File: src/rtl/ysyx_22050612_pkg.sv
`default_nettype none
// ============================================================================
// Module   : ysyx_22050612_pkg
// Brief    : Shared encodings and constants for the npc memory arbiter.
// Revision : 1.0 - initial release
// ============================================================================
package ysyx_22050612_pkg;

    localparam int c_STRB_W = 8;

    typedef enum logic [1:0] {
        ST_IDLE  = 2'd0,
        ST_ISSUE = 2'd1,
        ST_WAIT  = 2'd2
    } arb_state_t;

    typedef enum logic [1:0] {
        OWN_NONE = 2'd0,
        OWN_IF   = 2'd1,
        OWN_LS   = 2'd2
    } owner_t;

    function automatic int f_max(input int a, input int b);
        return (a > b) ? a : b;
    endfunction

endpackage
`default_nettype wire

File: src/rtl/ysyx_22050612_arb_prio.sv
`default_nettype none
// ============================================================================
// Module   : ysyx_22050612_arb_prio
// Brief    : LSU-priority grant with a starvation escape for the IFU.
// Revision : 1.0 - initial release
// ============================================================================
module ysyx_22050612_arb_prio #(
    parameter int LS_BURST_MAX = 4,
    parameter int CNT_W        = 3
) (
    input  logic             if_req_valid,
    input  logic             ls_req_valid,
    input  logic [CNT_W-1:0] starve_cnt,
    output logic             grant_if,
    output logic             grant_ls
);

    localparam logic [CNT_W-1:0] c_CNT_MAX = CNT_W'(LS_BURST_MAX);

    always_comb begin
        grant_if = 1'b0;
        grant_ls = 1'b0;
        // Once the IFU has watched LS_BURST_MAX LSU grants go by, it wins once.
        if (ls_req_valid && !(if_req_valid && (starve_cnt == c_CNT_MAX))) begin
            grant_ls = 1'b1;
        end else if (if_req_valid) begin
            grant_if = 1'b1;
        end
    end

endmodule
`default_nettype wire

File: src/rtl/ysyx_22050612_mem_arbiter.sv
`default_nettype none
// ============================================================================
// Module   : ysyx_22050612_mem_arbiter
// Brief    : Single-outstanding IFU/LSU arbiter for the npc memory port.
//            Optional watchdog: YSYX_22050612_ARB_TIMEOUT_EN.
// Revision : 1.0 - initial release
// ============================================================================
module ysyx_22050612_mem_arbiter
    import ysyx_22050612_pkg::*;
#(
    parameter int AW             = 64,
    parameter int DW             = 64,
    parameter int LS_BURST_MAX   = 4,
    parameter int TIMEOUT_CYCLES = 255
) (
    input  logic                clk,
    input  logic                rst,
    input  logic                if_req_valid,
    output logic                if_req_ready,
    input  logic [AW-1:0]       if_addr,
    output logic                if_resp_valid,
    output logic [DW-1:0]       if_rdata,
    output logic                if_err,
    input  logic                ls_req_valid,
    output logic                ls_req_ready,
    input  logic [AW-1:0]       ls_addr,
    input  logic                ls_wen,
    input  logic [DW-1:0]       ls_wdata,
    input  logic [c_STRB_W-1:0] ls_wmask,
    output logic                ls_resp_valid,
    output logic [DW-1:0]       ls_rdata,
    output logic                ls_err,
    output logic                mem_req_valid,
    input  logic                mem_req_ready,
    output logic [AW-1:0]       mem_addr,
    output logic                mem_wen,
    output logic [DW-1:0]       mem_wdata,
    output logic [c_STRB_W-1:0] mem_wmask,
    input  logic                mem_resp_valid,
    input  logic [DW-1:0]       mem_rdata
);

    localparam int                    c_STARVE_W   = $clog2(LS_BURST_MAX + 1);
    localparam logic [c_STARVE_W-1:0] c_STARVE_MAX = c_STARVE_W'(LS_BURST_MAX);

    arb_state_t            r_state;
    arb_state_t            w_state_nxt;
    owner_t                r_owner;
    logic [c_STARVE_W-1:0] r_starve_cnt;
    logic [AW-1:0]         r_addr;
    logic                  r_wen;
    logic [DW-1:0]         r_wdata;
    logic [c_STRB_W-1:0]   r_wmask;
    logic                  r_if_resp_valid;
    logic                  r_ls_resp_valid;
    logic [DW-1:0]         r_if_rdata;
    logic [DW-1:0]         r_ls_rdata;
    logic                  w_grant_if;
    logic                  w_grant_ls;
    logic                  w_idle;
    logic                  w_take_if;
    logic                  w_take_ls;
    logic                  w_resp_hit;
    logic                  w_timeout;
    logic                  w_done;
    logic [DW-1:0]         w_resp_data;

    ysyx_22050612_arb_prio #(
        .LS_BURST_MAX (LS_BURST_MAX),
        .CNT_W        (c_STARVE_W)
    ) u_prio (
        .if_req_valid (if_req_valid),
        .ls_req_valid (ls_req_valid),
        .starve_cnt   (r_starve_cnt),
        .grant_if     (w_grant_if),
        .grant_ls     (w_grant_ls)
    );

    assign w_idle      = (r_state == ST_IDLE);
    assign w_take_if   = w_idle & w_grant_if;
    assign w_take_ls   = w_idle & w_grant_ls;
    assign w_resp_hit  = (r_state == ST_WAIT) & mem_resp_valid;
    assign w_done      = w_resp_hit | w_timeout;
    assign w_resp_data = w_resp_hit ? mem_rdata : '1;

`ifdef YSYX_22050612_ARB_TIMEOUT_EN
    localparam int                  c_WDOG_W    = f_max(8, $clog2(TIMEOUT_CYCLES + 1));
    localparam logic [c_WDOG_W-1:0] c_WDOG_LAST = c_WDOG_W'(TIMEOUT_CYCLES - 1);

    logic [c_WDOG_W-1:0] r_wdog;
    logic                r_if_err;
    logic                r_ls_err;
    logic                w_err_fire;

    // The watchdog only runs while a transaction is outstanding.
    assign w_timeout  = ~w_idle & (r_wdog == c_WDOG_LAST);
    assign w_err_fire = w_timeout & ~w_resp_hit;

    always_ff @(posedge clk or negedge rst) begin
        if (!rst) begin
            r_wdog   <= '0;
            r_if_err <= 1'b0;
            r_ls_err <= 1'b0;
        end else begin
            r_wdog   <= w_idle ? '0 : r_wdog + c_WDOG_W'(1);
            r_if_err <= w_err_fire & (r_owner == OWN_IF);
            r_ls_err <= w_err_fire & (r_owner == OWN_LS);
        end
    end

    assign if_err = r_if_err;
    assign ls_err = r_ls_err;
`else
    // Never fires; keeps the parameter referenced in this build.
    assign w_timeout = (TIMEOUT_CYCLES < 0);
    assign if_err    = 1'b0;
    assign ls_err    = 1'b0;
`endif

    always_ff @(posedge clk or negedge rst) begin
        if (!rst) begin
            r_state <= ST_IDLE;
        end else begin
            r_state <= w_state_nxt;
        end
    end

    always_comb begin
        w_state_nxt = r_state;
        case (r_state)
            ST_IDLE:  if (w_take_if || w_take_ls) w_state_nxt = ST_ISSUE;
            ST_ISSUE: begin
                if (w_timeout)          w_state_nxt = ST_IDLE;
                else if (mem_req_ready) w_state_nxt = ST_WAIT;
            end
            ST_WAIT:  if (w_done) w_state_nxt = ST_IDLE;
            default:  w_state_nxt = ST_IDLE;
        endcase
    end

    always_ff @(posedge clk or negedge rst) begin
        if (!rst) begin
            r_owner <= OWN_NONE;
            r_addr  <= '0;
            r_wen   <= 1'b0;
            r_wdata <= '0;
            r_wmask <= '0;
        end else if (w_take_ls) begin
            r_owner <= OWN_LS;
            r_addr  <= ls_addr;
            r_wen   <= ls_wen;
            r_wdata <= ls_wdata;
            r_wmask <= ls_wmask;
        end else if (w_take_if) begin
            r_owner <= OWN_IF;
            r_addr  <= if_addr;
            r_wen   <= 1'b0;
            r_wdata <= '0;
            r_wmask <= '0;
        end else if (w_done) begin
            r_owner <= OWN_NONE;
        end
    end

    always_ff @(posedge clk or negedge rst) begin
        if (!rst) begin
            r_starve_cnt <= '0;
        end else if (w_idle) begin
            if (!if_req_valid || w_grant_if) begin
                r_starve_cnt <= '0;
            end else if (w_grant_ls && (r_starve_cnt != c_STARVE_MAX)) begin
                r_starve_cnt <= r_starve_cnt + c_STARVE_W'(1);
            end
        end
    end

    always_ff @(posedge clk or negedge rst) begin
        if (!rst) begin
            r_if_resp_valid <= 1'b0;
            r_ls_resp_valid <= 1'b0;
            r_if_rdata      <= '0;
            r_ls_rdata      <= '0;
        end else begin
            r_if_resp_valid <= w_done & (r_owner == OWN_IF);
            r_ls_resp_valid <= w_done & (r_owner == OWN_LS);
            if (w_done && (r_owner == OWN_IF)) r_if_rdata <= w_resp_data;
            if (w_done && (r_owner == OWN_LS)) r_ls_rdata <= w_resp_data;
        end
    end

    assign if_req_ready  = w_take_if;
    assign ls_req_ready  = w_take_ls;
    assign if_resp_valid = r_if_resp_valid;
    assign ls_resp_valid = r_ls_resp_valid;
    assign if_rdata      = r_if_rdata;
    assign ls_rdata      = r_ls_rdata;
    assign mem_req_valid = (r_state == ST_ISSUE);
    assign mem_addr      = r_addr;
    assign mem_wen       = r_wen;
    assign mem_wdata     = r_wdata;
    assign mem_wmask     = r_wmask;

endmodule
`default_nettype wire

File: config.mk
export PLATFORM = sky130hd
export DESIGN_NAME = ysyx_22050612_mem_arbiter
export DESIGN_NICKNAME = d
export VERILOG_FILES = /design/src/rtl/ysyx_22050612_pkg.sv /design/src/rtl/ysyx_22050612_arb_prio.sv /design/src/rtl/ysyx_22050612_mem_arbiter.sv
export SDC_FILE = /design/constraint.sdc
export NUM_CORES = 1
export LEC_CHECK = 0
export BUFFER_PORTS_ARGS = -buffer_cell sky130_fd_sc_hd__buf_2
export CAP_MARGIN = 20
export CELL_PAD_IN_SITES_DETAIL_PLACEMENT = 0
export CELL_PAD_IN_SITES_GLOBAL_PLACEMENT = 1
export CORE_AREA = 5 5 208 210
export DETAILED_ROUTE_END_ITERATION = 12
export DIE_AREA = 0 0 213 215
export PLACE_DENSITY = 0.75
export SKIP_LAST_GASP = 1
export SLEW_MARGIN = 10
export SYNTH_ARGS = -nofsm -noshare
export SYNTH_HDL_FRONTEND = slang
export SYNTH_SLANG_ARGS = --single-unit
File: constraint.sdc
create_clock -name clk -period 1.9 [get_ports clk]
set_clock_uncertainty 0.1 [all_clocks]
set_input_delay 0.38 -clock clk [delete_from_list [all_inputs] [get_ports clk]]
set_output_delay 0.38 -clock clk [all_outputs]
set_load 0.02 [all_outputs]
==> impl_metrics.py <==
metrics = {
    "run_status": {
        "status": "finished with violations",
        "violations": "negative setup slack",
    },
    "sta": {
        "rsz0062_at_grt": "yes",
        "max_freq_ghz": 0.4468,
        "slew_viol_final": 0,
        "tightest_slew_ns": 0.5276,
        "finalHoldViolCount": 0,
        "min_period_over_period_pct": 117.8,
        "finalCriticalPeriod_ns": 2.238,
        "slew_headroom_pct": 64.83,
        "setup_violations": 267,
        "worst_slack_ns": -0.3382,
    },
    "worst_setup_path": {
        "end_kind": "output port",
        "path_cells": "buf_6 -> nor2_4 -> buf_6 -> and3_4 -> buf_6",
        "worstPathMaxFanout": 2,
        "cp_slowest_cell": "dfrtp_1",
        "crit_type": "register to output port",
        "worstPathArrival_ns": 1.76,
        "slowest_delay_ns": 0.40,
        "crit_required_ns": 1.42,
        "start_kind": "register",
        "cpMostUsedCell": "buf_6",
    },
    "power": {
        "power_frac_clock_pct": 20.4,
        "power.switching_w": 0.01188,
        "power.total_w": 0.03097,
        "p_leak_nw": 9.786,
        "switching_share_pct": 38.34,
        "pwr_density_cell_mw_per_mm2": 1624,
        "pwr-share-comb_pct": 47.3,
        "vdd_drop_max_uv": 687.0,
        "p_seq_share_pct": 32.3,
        "p_int_w": 0.01910,
    },
    "global_routing": {
        "grt_pass1_wl_um": 61010,
        "busiest_layer": "met2",
        "antenna_found_initial": 4,
        "grt_max_degree": 78,
        "grt_overflow": 0,
        "grt_util_met2_pct": 29.52,
        "track_usage_pct": 16.86,
        "grt_use_met1_pct": 20.25,
        "grtUsageMet3_pct": 4.040,
        "grt_pass1_vias": 10295,
    },
    "clock_tree": {
        "tritoncts": "yes",
        "cts-htree-levels": 1,
        "clk_latency_ns": 0.56,
        "cts_sinks": 274,
        "numCtsBuffers": 30,
        "clk_pin_slew_ns": 0.07,
        "clockRootBuffer": "clkbuf_16",
        "clk_path_buf_depth": 3,
    },
    "floorplanning": {
        "initial_utilization_pct": 26.20,
        "dieArea_sq_mm": 0.04580,
        "core_area_sq_mm": 0.04138,
        "die_x_um": 213,
        "io-pin-count": 543,
        "dieHeight_um": 215,
        "std_cell_rows": 75,
    },
    "synth": {
        "avgSynthCellArea_sq_um": 15.44,
        "synth.distinct_cells": 29,
        "synth_edf_count": 0,
        "synth-seq-cells": 274,
        "ys_seq_area_share_pct": 63.25,
        "synthSimpleGateAreaFrac_pct": 6.844,
        "synth_xor_area_share_pct": 0,
        "synth_warnings": 0,
        "synth-compound-area-share_pct": 12.47,
        "netlist_area_sq_mm": 0.01084,
        "synth_top_cell_area_share_pct": 63.25,
        "synth.area.mux_share_pct": 13.30,
        "synth_ff_type": "dfrtp_1",
        "synth_area_leaders": "dfrtp_1, mux2_2, mux2_1",
        "synthArstFlopShare_pct": 100.0,
        "synth_top_cells_by_count": "dfrtp_1, a22o_1, mux2_2",
        "netlist_instances": 702,
        "synth_fa_ha_area_share_pct": 0.2308,
        "synth_top_family_by_area": "multiplexers",
        "synth.most_common_cell": "dfrtp_1",
        "synth_top_cell_by_area": "dfrtp_1",
    },
    "detailed_routing": {
        "vias_per_cell": 4.729,
        "wl_per_cell_um": 21.35,
        "drtAntennaViolNets": 0,
        "drt-initial-drc-count": 450,
        "drc_errors": 0,
        "firstDrtPassIters": 4,
        "wirelength_um": 44460,
        "via_count": 9846,
    },
    "placed_design": {
        "dp.final_hpwl_um": 27020,
        "portBuffers": 540,
        "post-place-cells": 1748,
        "routabilityCongestion": 0.7847,
    },
    "run": {
        "drv_cap": 0,
    },
    "finish": {
        "layoutNonFillerInstCount": 2082,
        "area_delta_synth_final_pct": 75.95,
        "drive_gt1_share_pct": 53.44,
        "nets": 1793,
    },
    "min_path": {
        "min_path_type": "primary input to register",
    },
}
==> through the flow <==
stage          cell area [sq um]  TNS, ns  worst slack [ns]  util, %  hold WS (ns)
2_1_floorplan              10840        0            0.1218        -      -0.01559
3_3_place_gp               14270  -0.3507          -0.02222    34.48        0.2095
3_5_place_dp               14270   -1.120          -0.03950    34.48        0.2091
4_1_cts                    17960   -32.33           -0.3893    43.40       0.04173
5_1_grt                    19070   -64.95           -0.4133    46.09       0.07621
6_report                   19070   -49.07           -0.3382    46.09       0.08297
==> final timing paths <==
| kind | end | slack, ns | cells past startpoint | start |
|---|---|---|---|---|
| min in group asynchronous | if_rdata[47] | 0.21 | 2 | rst |
| max | ls_req_ready | -0.34 | 5 | r_state[1] |
| min reg2reg | if_rdata[14] | 0.39 | 1 | if_rdata[14] |
| max reg2reg | mem_addr[51] | -0.28 | 10 | r_starve_cnt[0] |
| min | mem_addr[52] | 0.08 | 3 | if_addr[52] |
| max in group asynchronous | if_rdata[58] | 0.79 | 3 | rst |
==> registers in the layout, summed over array words and instances, names as in the netlist <==
signal and flops:
ls_resp_valid 1, if_rdata 64, r_owner 2, mem_addr 64
ls_rdata 64, mem_wdata 64, if_resp_valid 1, r_state 2
mem_wen 1, mem_wmask 8, r_starve_cnt 3
==> cells by family after synthesis <==
kind of cell,after synthesis
AOI/OAI and AO/OA,148
adders and majority gates,2
buffers and inverters,71
DFF,274
muxes,128
other,1
and+or+nand+nor,78
==> timing repair <==
action / 4_1_cts / 5_1_grt
setup endpoints to repair: 69 / 270
buffers inserted: 20 / 21
gates resized for setup: 25 / 100
hold endpoints to repair: 477 / 0
hold buffers: 204 / 0
pin swaps: 13 / 67
gates cloned: 11 / 27
==> worst max-delay path, delay by kind of cell, from the launching register on <==
kind	cells	cell delay (ns)
flip-flops	1	0.40
buffers and inverters	3	0.39
AND/OR/NAND/NOR	2	0.39
==> cell type report <==
| class | count | area (sq um) |
|---|---|---|
| Antenna cell | 1 | 2.502 |
| Clock buffer | 37 | 807.0 |
| Clock inverter | 17 | 264.0 |
| Fill cell | 3616 | 22310 |
| Inverter | 3 | 11.26 |
| Multi-Input combinational cell | 358 | 3829 |
| Sequential cell | 274 | 6857 |
| Tap cell | 539 | 674.4 |
| Timing Repair Buffer | 853 | 6629 |
==> placed cells by master (no fill, tap or decap), drive strengths merged, types with 2 or more instances in the layout <==
cell type	Yosys	layout
buf	38	624
dfrtp	274	274
dlygate4sd3	0	204
mux2	128	128
a22o	73	73
and4b	64	64
a221o	64	64
clkbuf	30	58
o21ai	7	7
clkinv	0	7
bufinv	0	6
bufbuf	0	4
inv	3	4
clkinvlp	0	3
nand2b	3	3
nor3b	2	2
a31o	2	2
conb	1	2
nand3	2	2
ha	2	2
==> power by group through the flow <==
stage / Sequential, W / Clock, W / Combinational [W]
4_1_cts: 0.00988 / 0.00648 / 0.0135
2_1_floorplan: 0.0130 / 0 / 0.00386
6_report: 0.0100 / 0.00631 / 0.0146
3_5_place_dp: 0.00990 / 0 / 0.0118
5_1_grt: 0.0103 / 0.00667 / 0.0155
3_3_place_gp: 0.00989 / 0 / 0.0117
==> routing by layer <==
| metal | up-vias | share of wire [%] |
|---|---|---|
| met2 | 461 | 50 |
| met5 | - | 0.074 |
| met4 | 6 | 3.0 |
| met1 | 4913 | 39 |
| li1 | 4387 | - |
| met3 | 79 | 7.5 |
No activity file was read; power rests on OpenSTA's default activity.
